--- src/rtl/seg7_reader_if.sv ---
// Bundles the multiplexed 7-segment sample lines with the frame output handshake.
// The DUT connects through the slave modport; the driver/consumer side uses master.
interface seg7_reader_if;
   logic [0:6]  display;
   logic [3:0]  digit_sel;
   logic        frame_ready;
   logic        frame_valid;
   logic [15:0] frame_digits;
   logic [3:0]  frame_err;
   logic        overrun;

   modport master (
      output display,
      output digit_sel,
      output frame_ready,
      input  frame_valid,
      input  frame_digits,
      input  frame_err,
      input  overrun
   );

   modport slave (
      input  display,
      input  digit_sel,
      input  frame_ready,
      output frame_valid,
      output frame_digits,
      output frame_err,
      output overrun
   );
endinterface

--- src/rtl/seg7_reader.sv ---
// Reads a multiplexed 4-digit 7-segment display: debounces each digit dwell,
// decodes the pattern, and hands complete 4-digit frames to a consumer.
module seg7_reader #(
   parameter int unsigned STABLE_CYCLES = 4
) (
   input  logic          clk,
   input  logic          reset,
   seg7_reader_if.slave  bus
);

   localparam int unsigned CNT_W = 8;
   localparam int unsigned POS_N = 4;
   localparam int unsigned CODE_W = 4;

   localparam logic [0:0] SCAN = 1'b0;
   localparam logic [0:0] PUSH = 1'b1;

   // The new pair is compared with the registered one, so the count reaches
   // STABLE_CYCLES-1 on the edge where STABLE_CYCLES identical samples were seen.
   localparam logic [CNT_W-1:0] CAP_AT = CNT_W'(STABLE_CYCLES - 2);
   localparam logic [CNT_W-1:0] CNT_SAT = CNT_W'(STABLE_CYCLES);

   logic [0:6]                disp_q;
   logic [POS_N-1:0]          sel_q;
   logic [CNT_W-1:0]          cnt_q;

   logic [POS_N*CODE_W-1:0]   shadow_digits_q;
   logic [POS_N-1:0]          shadow_err_q;
   logic [POS_N-1:0]          seen_q;
   logic [POS_N-1:0]          seen_d;

   logic [0:0]                state_q;
   logic [0:0]                state_d;

   logic                      frame_valid_q;
   logic [POS_N*CODE_W-1:0]   frame_digits_q;
   logic [POS_N-1:0]          frame_err_q;
   logic                      overrun_q;
   logic                      overrun_d;
   logic                      load_c;

   logic                      sel_onehot_c;
   logic                      pair_same_c;
   logic                      capture_c;
   logic [POS_N-1:0]          cap_mask_c;
   logic [CODE_W-1:0]         code_c;
   logic                      err_c;

   // Stability qualification of the incoming {display, digit_sel} pair
   always_comb begin
      sel_onehot_c = $onehot(bus.digit_sel);
      pair_same_c  = (bus.display == disp_q) && (bus.digit_sel == sel_q);
      capture_c    = sel_onehot_c && pair_same_c && (cnt_q == CAP_AT);
      cap_mask_c   = capture_c ? bus.digit_sel : '0;
   end

   // Active-low segment decode; anything unlisted is flagged as an error code
   always_comb begin
      code_c = 4'hE;
      err_c  = 1'b1;
      case (bus.display)
         7'b0000001: begin code_c = 4'h0; err_c = 1'b0; end
         7'b1001111: begin code_c = 4'h1; err_c = 1'b0; end
         7'b0010010: begin code_c = 4'h2; err_c = 1'b0; end
         7'b0000110: begin code_c = 4'h3; err_c = 1'b0; end
         7'b1001100: begin code_c = 4'h4; err_c = 1'b0; end
         7'b0100100: begin code_c = 4'h5; err_c = 1'b0; end
         7'b0100000: begin code_c = 4'h6; err_c = 1'b0; end
         7'b0001111: begin code_c = 4'h7; err_c = 1'b0; end
         7'b0000000: begin code_c = 4'h8; err_c = 1'b0; end
         7'b0000100: begin code_c = 4'h9; err_c = 1'b0; end
         7'b1111111: begin code_c = 4'hF; err_c = 1'b0; end
         default:    begin code_c = 4'hE; err_c = 1'b1; end
      endcase
   end

   // Sample register and saturating stability counter
   always_ff @(posedge clk or posedge reset) begin
      if (reset) begin
         disp_q <= 7'b1111111;
         sel_q  <= '0;
         cnt_q  <= '0;
      end else begin
         disp_q <= bus.display;
         sel_q  <= bus.digit_sel;
         if (!sel_onehot_c || !pair_same_c) begin
            cnt_q <= '0;
         end else if (cnt_q != CNT_SAT) begin
            cnt_q <= cnt_q + CNT_W'(1);
         end
      end
   end

   // Shadow frame: latest capture per position wins until the frame is pushed
   always_ff @(posedge clk or posedge reset) begin
      if (reset) begin
         shadow_digits_q <= '0;
         shadow_err_q    <= '0;
      end else if (capture_c) begin
         for (int i = 0; i < POS_N; i++) begin
            if (bus.digit_sel[i]) begin
               shadow_digits_q[i*CODE_W +: CODE_W] <= code_c;
               shadow_err_q[i]                     <= err_c;
            end
         end
      end
   end

   always_ff @(posedge clk or posedge reset) begin
      if (reset) begin
         state_q <= SCAN;
         seen_q  <= '0;
      end else begin
         state_q <= state_d;
         seen_q  <= seen_d;
      end
   end

   // Next state; a capture landing in PUSH seeds the following frame
   always_comb begin
      state_d   = state_q;
      seen_d    = seen_q | cap_mask_c;
      load_c    = 1'b0;
      overrun_d = 1'b0;
      case (state_q)
         SCAN: begin
            if (seen_d == '1) begin
               state_d = PUSH;
            end
         end
         PUSH: begin
            state_d = SCAN;
            seen_d  = cap_mask_c;
            if (!frame_valid_q || bus.frame_ready) begin
               load_c = 1'b1;
            end else begin
               overrun_d = 1'b1;
            end
         end
         default: begin
            state_d = SCAN;
            seen_d  = '0;
         end
      endcase
   end

   // Output slot; a fresh load takes priority over the consumer draining it
   always_ff @(posedge clk or posedge reset) begin
      if (reset) begin
         frame_valid_q  <= 1'b0;
         frame_digits_q <= '0;
         frame_err_q    <= '0;
         overrun_q      <= 1'b0;
      end else begin
         overrun_q <= overrun_d;
         if (load_c) begin
            frame_valid_q  <= 1'b1;
            frame_digits_q <= shadow_digits_q;
            frame_err_q    <= shadow_err_q;
         end else if (frame_valid_q && bus.frame_ready) begin
            frame_valid_q <= 1'b0;
         end
      end
   end

   assign bus.frame_valid  = frame_valid_q;
   assign bus.frame_digits = frame_digits_q;
   assign bus.frame_err    = frame_err_q;
   assign bus.overrun      = overrun_q;

endmodule
--- src/flat_wrapper.sv ---
// flat-port wrapper written by rule: the top's interface ports become plain ports
module seg7_reader_flat 
#(
   parameter int unsigned STABLE_CYCLES = 4
)
  (clk, reset, bus_display, bus_digit_sel, bus_frame_ready, bus_frame_valid, bus_frame_digits, bus_frame_err, bus_overrun);
  seg7_reader_if bus_i ();
  input  logic clk;
  input  logic reset;
  input wire logic [$bits(bus_i.display)-1:0] bus_display;
  input wire logic [$bits(bus_i.digit_sel)-1:0] bus_digit_sel;
  input wire logic [$bits(bus_i.frame_ready)-1:0] bus_frame_ready;
  output wire logic [$bits(bus_i.frame_valid)-1:0] bus_frame_valid;
  output wire logic [$bits(bus_i.frame_digits)-1:0] bus_frame_digits;
  output wire logic [$bits(bus_i.frame_err)-1:0] bus_frame_err;
  output wire logic [$bits(bus_i.overrun)-1:0] bus_overrun;
  assign bus_i.display = bus_display;
  assign bus_i.digit_sel = bus_digit_sel;
  assign bus_i.frame_ready = bus_frame_ready;
  assign bus_frame_valid = bus_i.frame_valid;
  assign bus_frame_digits = bus_i.frame_digits;
  assign bus_frame_err = bus_i.frame_err;
  assign bus_overrun = bus_i.overrun;
  seg7_reader #(.STABLE_CYCLES(STABLE_CYCLES)) u_core (.clk(clk), .reset(reset), .bus(bus_i));
endmodule
--- config.mk ---
export PLATFORM = sky130hd
export DESIGN_NAME = seg7_reader_flat
export DESIGN_NICKNAME = d
export VERILOG_FILES = /design/src/rtl/seg7_reader_if.sv /design/src/rtl/seg7_reader.sv /design/src/flat_wrapper.sv
export SDC_FILE = /design/constraint.sdc
export NUM_CORES = 1
export LEC_CHECK = 0
export CAP_MARGIN = 40
export CORE_UTILIZATION = 49
export DETAILED_ROUTE_END_ITERATION = 8
export MAX_ROUTING_LAYER = met4
export PLACE_DENSITY = 0.74
export SYNTH_ARGS = -nofsm -noshare
export SYNTH_HDL_FRONTEND = slang
export SYNTH_SLANG_ARGS = --single-unit
--- constraint.sdc ---
create_clock -name clk -period 2 [get_ports clk]
set_clock_uncertainty 0.1 [all_clocks]
set_input_delay 0.4 -clock clk [delete_from_list [all_inputs] [get_ports clk]]
set_output_delay 0.4 -clock clk [all_outputs]
set_load 0.005 [all_outputs]
==> run metrics, run 1 <==
status=complete, but fails checks; failing checks=setup timing; largest net degree at the start of global routing=30; ys flop type=dfrtp_1; crit path time final=2500 ps; period utilization=125%; CORE AREA=6030 sq um; final net count=367; fill count=439; layout cells sized above 1=38.9%; relative slew slack=66.8%; DP HPWL=4740 microns; first-pass GRT wire length=10500 microns; Worst setup SP type=input pin; # port buffers=35; Pins Over Slew Limit=0; Crit. End Element=flip-flop; initial antenna violation count=0; Cell Rows=28; Die Ht=81.5 microns; library cells used by synthesis=54; CP max stage cell=fa_1; wire per inst=14.9 microns; total global-route track usage=22.0%; DRC=0; Pwr Density=598 nW/um^2; Cells after Synth=250; buffer depth of the longest clock path=2; Setup Viol. Count Final=33; H-tree Lvls=3; clock latency on the worst-skew pair=330 ps; post-synthesis register bit count=66; asr flop ratio synth=100%; crit path to=u_core.shadow_digits_q[9]; antenna-violating nets left=0; crit-path cells=buf_8 > ha_4 > ha_4 > fa_1 > nor3b_2 > nand4_4 > buf_6 > nor4_4 > buf_6 > buf_12 > nand2_4 > mux2_4; TritonCTS Buffers=9; crit path DAT=2610 ps; yosys warns=0; maxcap violations=0; starting density of the core=51.4%; Area Overhead vs Synth=39.1%; Final Routed Wirelength=6310 microns; worst hold path class=in -> reg; Post-Layout Cell Count=425; buffers and inverters on the worst path=4; worst setup margin=-498 ps; initial DRC count=91; via count=2209; Worst-Margin Slew=494 ps; # diodes=0; worst r2r src=u_core.cnt_q[0]; Post-synth EDFFs=0; reg2reg setup slack=-250 ps; CTS Sinks=66; RSZ-0062 raised after global routing=yes; vias in the first global route=2239; CTS tree=done; Post-Syn Nets=271; crit path from=bus_digit_sel[0]; Die W=81.5 microns; gp weighted congestion=0.839; Worst VDD drop=407 uV; Setup Crit Path Kind=in -> reg; CP Max Fanout=4; vias per std cell=5.20; Die Area=6650 sq um; TritonRoute pass-1 iters=4; crit-path max cell delay=440 ps; family with the most delay on the worst path=adder cells; Pleak=0.00207 uW; clk root buf=clkbuf_8; FMAX=0.400 GHz; Final Hold Fails=0; Stages on worst setup path=12; Syn Area/Cell=12.4 sq um; GRT Residual Overflow=0; Worst EP required=2120 ps; Register-to-Register Path Depth=8; Reg clk slew, reported paths=70 ps; # IOs=36; Hold Buf Count CTS=0; R2R Path End=u_core.state_q; post-synthesis sequential area ratio=53.6%; Cells after DPL=403; Post-Syn Area=3100 sq um; Place WS=-1290 ps
state kept, by name (all words and copies together) (netlist names):
name                     count
u_core.seen_q                4
u_core.shadow_err_q          4
u_core.bus.overrun           1
u_core.state_q               1
u_core.bus.frame_valid       1
u_core.shadow_digits_q      16
u_core.bus.frame_digits     16
u_core.disp_q                7
u_core.bus.frame_err         4
u_core.cnt_q                 8
u_core.sel_q                 4
layout by cell type, fill, tap and decap left out, drive strengths merged, types with 2 or more instances in the layout:
cell and n:
buf 64, a21oi 5, dfrtp 59, nand2 17, o21ai 12, clkbuf 13
a211o 2, a211oi 2, or4 3, xor2 6, and3 2, nor2b 2
clkdlybuf4s50 31, nand3 7, nand4 5, nor2 15, inv 13, nor3b 3
dfstp 7, ha 6, mux2 26, or3 3, xnor2 13, mux2i 6
nor4 3, nor3 5, clkinvlp 2
per-layer routing:
metal	wire [microns]	GRT usage (%)	vias up	share of wire (%)
li1	-	-	1069	-
met1	2810	27.6	1091	44
met2	3220	35.6	37	51
met3	182	4.67	12	2.9
met4	101	7.14	0	1.6
met5	0	-	-	0
how the worst min path moves through the flow:
stage                                        to  slack, ps                         from  depth (start not counted)
floorplan                      u_core.disp_q[0]        300               bus_display[6]                          0
global placement        u_core.bus.frame_err[2]        370      u_core.bus.frame_err[2]                          2
detailed placement  u_core.bus.frame_digits[15]        380  u_core.bus.frame_digits[15]                          2
CTS                             u_core.sel_q[1]        210             bus_digit_sel[1]                          2
global route                    u_core.sel_q[1]        220             bus_digit_sel[1]                          2
finish                          u_core.sel_q[1]        220             bus_digit_sel[1]                          2
logic make-up (layout without fill, tap and decap cells):
kind of cell | after synthesis | after routing | share of synthesized area, %
buf+inv | 24 | 124 | 3.75
fa+ha+maj | 7 | 7 | 3.07
xor+xnor | 19 | 19 | 6.70
flops | 66 | 66 | 53.6
compound gates | 30 | 30 | 7.43
simple gates | 72 | 72 | 14.1
mux | 32 | 32 | 11.4
cell type report:
type / instances / area (sq um) / share of cell area, %
Inverter: 14 / 56.3 / 1.31
Timing Repair Buffer: 95 / 882 / 20.5
Clock inverter: 2 / 12.5 / 0.290
Multi-Input combinational cell: 160 / 1450 / 33.6
Tap cell: 75 / 93.8 / 2.18
Clock buffer: 13 / 159 / 3.69
Sequential cell: 66 / 1660 / 38.5
timing repair:
| item | CTS | global route |
|---|---|---|
| pin swaps | 6 | 5 |
| setup buffers | 5 | 2 |
| gates resized for setup | 32 | 14 |
| endpoints found under the hold margin | 0 | 0 |
| endpoints found under the setup margin | 33 | 33 |
power breakdown:
part	switching [uW]	total [uW]	internal [uW]
clock	462	971	510
combinational	120	246	126
sequential	7.49	1360	1350
cell usage after synthesis, types with 2 or more instances:
cell type	count	area share, %
xor2_1	6	1.7
inv_1	13	1.6
o21ai_0	7	1.1
a21oi_1	5	0.81
or4_1	2	0.48
nor3b_1	2	0.48
clkbuf_1	3	0.36
nor2b_1	2	0.40
mux2_2	19	6.9
nand4_1	3	0.61
a211oi_1	2	0.48
dfstp_2	7	5.9
xnor2_2	3	1.6
xnor2_1	9	2.5
or3_1	3	0.61
dfrtp_1	59	48
nand3_1	7	1.1
nor3_1	5	0.81
buf_2	3	0.48
mux2i_1	6	1.9
o21ai_1	5	0.81
nor2_1	15	1.8
nand2_1	17	2.1
buf_6	3	1.1
and3_1	2	0.40
a211o_1	2	0.57
ha_1	6	2.4
nor4_4	2	1.4
mux2_1	7	2.5
stage by stage:
stage | TNS [ps] | hold WS (ps) | utilization (%) | cell area, sq um | power [uW]
2_1_floorplan | -14950 | 304 | - | 3170 | 1520
3_3_place_gp | -36060 | 366 | 66.0 | 3980 | 1620
3_5_place_dp | -37260 | 376 | 66.0 | 3980 | 1620
4_1_cts | -14530 | 207 | 70.4 | 4240 | 2600
5_1_grt | -16480 | 221 | 71.5 | 4310 | 2680
6_report | -12800 | 225 | 71.5 | 4310 | 2580
Power figures use the tool's default switching activity.
==> run 2: changes to the inputs <==
--- a/config.mk
+++ b/config.mk
@@ -6,6 +6,7 @@
 export NUM_CORES = 1
 export LEC_CHECK = 0
 export CAP_MARGIN = 40
+export CORE_MARGIN = 4
 export CORE_UTILIZATION = 49
 export DETAILED_ROUTE_END_ITERATION = 8
 export MAX_ROUTING_LAYER = met4
==> run 2 against run 1 <==
Against the previous run: power grew 7.6%; setup slack gained 30 ps; critical endpoint is now u_core.state_q; critical path depth shrank 3; via count shrank 2.3%; the run still ends with setup timing left; wire length grew 2.1%; highest routed layer unchanged; final cell count shrank 1.9%; largest power group unchanged; die area grew 15%.
==> run metrics, run 2 (same netlist as run 1, synthesis figures left out) <==
status=complete, but fails checks; failing checks=setup timing; first-pass GRT wire length=11200 microns (+6.3%); buffers and inverters on the worst path=1 (-3); # port buffers=35 (unchanged); crit path DAT=2610 ps (about the same); DRC=0 (unchanged); worst setup margin=-468 ps (+30.4 ps); Area Overhead vs Synth=38.4%; Post-Layout Inst Area=4290 sq um (-0.46%); Setup Crit Path Kind=in -> reg; wire per inst=15.4 microns (+4.0%); period utilization=123% (-1.5 points); fill count=427 (-2.7%); # IOs=36 (unchanged); CORE AREA=6030 sq um (unchanged); Hold Buf Count CTS=0 (unchanged); Die W=87.5 microns (+7.4%); Worst setup SP type=input pin; Cell Rows=28 (unchanged); family with the most delay on the worst path=simple AND/OR/NAND/NOR gates; RSZ-0062 raised after global routing=yes; Pleak=0.00204 uW (-1.5%); TritonCTS Buffers=9 (unchanged); TritonRoute pass-1 iters=4 (unchanged); Pwr Density=646 nW/um^2 (+8.1%); initial DRC count=123 (+35%); most common cell after layout, fill and taps aside=dfrtp_1; Reg clk slew, reported paths=80 ps (about the same); Worst VDD drop=413 uV (+1.6%); Worst Min Path Start=bus_display[3]; vias per std cell=5.18 (-0.43%); maxcap violations=0 (unchanged); Pins Over Slew Limit=0 (unchanged); Setup Viol. Count Final=33 (unchanged); Die Area=7660 sq um (+15%); worst hold path class=in -> reg; Crit. End Element=flip-flop; crit-path cells=buf_8 > ha_4 > ha_4 > fa_1 > nor3b_2 > nand4_4 > or4_4 > a2bb2o_4 > a2111oi_4; most frequent cells in the layout=dfrtp_1, buf_4, clkdlybuf4s50_1, mux2_2, nor2_1; largest net degree at the start of global routing=35 (+17%); Worst-Margin Slew=468 ps (-25.7 ps); crit-path max cell delay=480 ps (+40 ps); DP HPWL=4540 microns (-4.1%); layout cells sized above 1=38.9% (about the same); Area after DPL=3930 sq um (-1.3%); antenna-violating nets left=0 (unchanged); Final Hold Fails=0 (unchanged); FMAX=0.405 GHz (+1.2%); Final Routed Wirelength=6440 microns (+2.1%); final net count=358 (-2.5%); starting density of the core=51.4% (unchanged); clock latency on the worst-skew pair=340 ps (about the same); Die Ht=87.5 microns (+7.4%); CP max stage cell=or4_4; H-tree Lvls=3 (unchanged); initial antenna violation count=0 (unchanged); vias in the first global route=2242 (+0.13%); Post-Layout Cell Count=417 (-1.9%); CP Max Fanout=4 (unchanged); gp weighted congestion=0.845 (+0.69%); Tot Pwr=2770 uW (+7.6%); # diodes=0 (unchanged); Cells after DPL=398 (-1.2%); total global-route track usage=19.9% (-2.1 points); CTS tree=done; crit path time final=2470 ps (-30.4 ps); Worst EP required=2140 ps (+20 ps); crit path from=bus_digit_sel[3]; clk root buf=clkbuf_8; buffer depth of the longest clock path=2 (unchanged); Crit path top cell by count=ha_4; worst r2r src=u_core.cnt_q[0]; GRT Residual Overflow=0 (unchanged); relative slew slack=68.6% (+1.7 points); via count=2158 (-2.3%); CTS Sinks=66 (unchanged)
==> run 2: cell type report <==
cell class	instances	area [sq um]	area share, %
clock buffer	11	151	3.53
clock inverter	5	61.3	1.43
inverter	14	56.3	1.31
multi-input combinational	160	1480	34.4
sequential	66	1660	38.7
tap	75	93.8	2.19
timing repair buffer	86	792	18.5
==> run 2: final timing paths <==
kind / end / slack (ps) / cells past startpoint
min in group asynchronous: u_core.bus.frame_digits[4] / 300 / 2
worst max register to register: u_core.state_q / -180 / 8
max in group asynchronous: u_core.disp_q[1] / 940 / 3
worst max-delay path: u_core.state_q / -470 / 9
worst min register to register: u_core.bus.frame_err[2] / 390 / 2
worst min-delay path: u_core.disp_q[3] / 190 / 1
==> run 2: metal layers <==
layer  share of wire [%]  routed length (microns)  global-route usage, %
met2                  48                     3070                   29.4
met3                 3.2                      209                   3.86
met1                  46                     3000                   26.1
met4                 2.7                      171                   10.2
met5                   0                        0                      -
==> run 2: worst register-to-register path, stage by stage (launching register included) <==
cell and delay, ps:
dfrtp_1 380, inv_1 70, ha_1 140, nor3b_1 190, buf_4 150, nand3_1 70
or4_4 580, a2bb2o_4 230, a2111oi_4 170
==> run 2: per-stage QoR <==
step,utilization [%],hold WS (ps),worst slack [ps],TNS (ps)
floorplan,-,304,-644,-14950
global placement,65.1,366,-1200,-35680
detailed placement,65.1,369,-1230,-36700
CTS,70.0,188,-495,-11810
global route,71.2,186,-512,-12150
finish,71.2,190,-468,-10210
==> run 2: timing repair <==
action	4_1_cts	5_1_grt
endpoints found under the setup margin	33	33
buffers inserted	2	1
gates resized for setup	37	14
pin swaps	8	7
==> run 2: power breakdown <==
| group | total, uW | leakage, uW | internal [uW] | switching (uW) |
|---|---|---|---|---|
| clock | 1180 | 0.0000982 | 648 | 532 |
| sequential | 1360 | 0.000842 | 1350 | 7.12 |
| combinational | 234 | 0.00110 | 116 | 118 |
==> run 3: changes to the inputs <==
--- a/config.mk
+++ b/config.mk
@@ -6,11 +6,13 @@
 export NUM_CORES = 1
 export LEC_CHECK = 0
 export CAP_MARGIN = 40
+export CELL_PAD_IN_SITES_DETAIL_PLACEMENT = 1
+export CELL_PAD_IN_SITES_GLOBAL_PLACEMENT = 2
 export CORE_MARGIN = 4
-export CORE_UTILIZATION = 49
+export CORE_UTILIZATION = 34
 export DETAILED_ROUTE_END_ITERATION = 8
 export MAX_ROUTING_LAYER = met4
-export PLACE_DENSITY = 0.74
+export PLACE_DENSITY_LB_ADDON = 0.1
 export SYNTH_ARGS = -nofsm -noshare
 export SYNTH_HDL_FRONTEND = slang
 export SYNTH_SLANG_ARGS = --single-unit
==> run 3 against run 2 <==
Against the previous run: the flow still finishes with violations (setup timing); non-clock buffer count decreased by 4; largest cell class unchanged; highest routed layer unchanged; largest power group unchanged; sequential power barely moved; wire length increased by 8.7%.
==> run metrics, run 3 (same netlist as run 1, synthesis figures left out) <==
relative slew slack=73.4% (+4.8 points); worst setup margin=-456 ps (+11.7 ps); Post-Layout Inst Area=4350 sq um (+1.3%); crit-path max cell delay=470 ps (about the same); DP HPWL=5160 microns (+14%); Final Hold Fails=0 (unchanged); most frequent cells in the layout=dfrtp_1, buf_4, clkdlybuf4s50_1, mux2_2, inv_1; Reg clk slew, reported paths=80 ps (about the same); Final Routed Wirelength=7000 microns (+8.7%); first-pass GRT wire length=12000 microns (+7.0%); maxcap violations=0 (unchanged); # IOs=36 (unchanged); Net Sw Power=678 uW (+3.2%); Crit. End Element=flip-flop; period utilization=123% (-0.58 points); Flop pwr share=47.5% (-1.5 points); wire length on met1=3180 microns (+6.0%); Hold Path End=u_core.sel_q[2]; CP max stage cell=or4_4; # port buffers=35 (unchanged); Worst-Margin Slew=398 ps (-70.3 ps); failing checks=setup timing; status=complete, but fails checks; Comb power frac=8.5% (about the same); TritonRoute pass-1 iters=5 (+1); Die Area=10700 sq um (+40%); clock latency on the worst-skew pair=340 ps (about the same); gp weighted congestion=0.810 (-4.1%); FMAX=0.407 GHz (+0.48%); GRT Residual Overflow=0 (unchanged); Pwr Density=657 nW/um^2 (+1.7%); routed wl met3=240 microns (+15%); reg2reg setup slack=-170 ps (about the same); clock network power share=44.0% (+1.4 points); fill count=919 (+120%); total global-route track usage=15.0% (-4.9 points); final net count=354 (-1.1%); crit path time final=2460 ps (-11.7 ps); final hold slack=230 ps (+40.6 ps); Worst VDD drop=264 uV (-36%); hold path depth=2 (+1); Setup Viol. Count Final=33 (unchanged); Pleak=0.00202 uW (-1.0%); vias in the first global route=2363 (+5.4%); Die W=103 microns (+18%); worst r2r src=u_core.cnt_q[0]; wire per inst=15.7 microns (+1.7%); buffers and inverters on the worst path=1 (unchanged); Worst EP required=2140 ps (about the same); Die Ht=103 microns (+18%); Worst setup SP type=input pin; TritonCTS Buffers=9 (unchanged); clk root buf=clkbuf_8; initial DRC count=51 (-59%); starting density of the core=35.2% (-16 points); Area Overhead vs Synth=40.3%; most common cell after layout, fill and taps aside=dfrtp_1; family with the most delay on the worst path=adder cells; buffer depth of the longest clock path=2 (unchanged); Cells after DPL=427 (+7.3%); Crit path top cell by count=ha_4; Sw Share=23.7% (+0.041 points); CTS Sinks=66 (unchanged); vias per std cell=4.82 (-6.9%); H-tree Lvls=3 (unchanged); crit-path cells=buf_8 > ha_4 > ha_4 > fa_1 > nor3b_2 > nand4_4 > or4_4 > a2bb2o_4 > a2111oi_4; largest net degree at the start of global routing=67 (+91%); Internal=2180 uW (+3.0%); CP Max Fanout=4 (unchanged); Post-Layout Cell Count=446 (+7.0%); Worst Min Path Start=bus_digit_sel[2]; Area after DPL=3940 sq um (+0.29%); Setup Crit Path Kind=in -> reg; Cell Rows=34 (+21%); RSZ-0062 raised after global routing=yes; met2 routed WL=3500 microns (+14%); Pins Over Slew Limit=0 (unchanged); CORE AREA=8810 sq um (+46%); layout cells sized above 1=40.2% (+1.3 points); via count=2149 (-0.42%); DRC=0 (unchanged); Hold Buf Count CTS=0 (unchanged); R2R Path End=u_core.state_q; Register-to-Register Path Depth=8 (unchanged); # diodes=0 (unchanged); antenna-violating nets left=0 (unchanged); worst hold path class=in -> reg; initial antenna violation count=0 (unchanged); CTS tree=done; top layer in use=met4; crit path DAT=2600 ps (about the same)
run 3: changes by cell type in the layout (fill, tap and decap cells not counted), moves of 2 or more:
| cell | before | now |
|---|---|---|
| mux2_4 | 9 | 7 |
| nor2_4 | 0 | 2 |
| buf_4 | 43 | 39 |
| clkbuf_8 | 11 | 9 |
| nor2_2 | 0 | 3 |
| clkinv_4 | 0 | 2 |
| nor2_1 | 15 | 10 |
run 3: worst max-delay path by stage:
stage,start,slack [ps],depth (start not counted),to
2_1_floorplan,bus_digit_sel[0],-640,8,u_core.state_q
3_3_place_gp,bus_digit_sel[0],-1230,9,u_core.shadow_digits_q[4]
3_5_place_dp,bus_digit_sel[2],-1340,9,u_core.shadow_digits_q[4]
4_1_cts,bus_digit_sel[3],-500,10,u_core.shadow_digits_q[4]
5_1_grt,bus_digit_sel[3],-530,9,u_core.state_q
6_report,bus_digit_sel[3],-460,9,u_core.state_q
run 3: power groups by stage:
stage | registers [uW] | clock network, uW | logic [uW]
after global placement | 1380 | 0 | 231
after floorplan | 1380 | 0 | 132
final | 1360 | 1260 | 243
after detailed placement | 1380 | 0 | 236
after global routing | 1360 | 1370 | 268
after CTS | 1360 | 1310 | 243
run 3: layout make-up:
type                            count  area [sq um]  share of cell area, %
Tap cell                          108           135                   3.11
Inverter                           14          56.3                   1.29
Sequential cell                    66          1660                   38.2
Clock buffer                        9           124                   2.85
Clock inverter                      7           101                   2.33
Timing Repair Buffer               82           753                   17.3
Multi-Input combinational cell    160          1520                   34.9
run 3: metal layers:
layer  vias up  GRT usage (%)
li1       1037              -
met1      1074           18.6
met2        31           23.7
met3         7           4.69
met4         0           4.08
met5         -              -
run 3: metrics by stage:
stage | util [%] | setup slack, ps | TNS (ps) | power [uW]
global route | 49.4 | -530 | -12350 | 3000
global placement | 44.7 | -1230 | -36940 | 1610
CTS | 48.4 | -496 | -12860 | 2910
floorplan | - | -644 | -14950 | 1520
detailed placement | 44.7 | -1340 | -39530 | 1620
finish | 49.4 | -456 | -10240 | 2860
run 3: what timing repair did:
item,4_1_cts,5_1_grt
buffers inserted,2,1
pin swaps,11,7
setup endpoints to repair,33,33
resized for setup,43,17
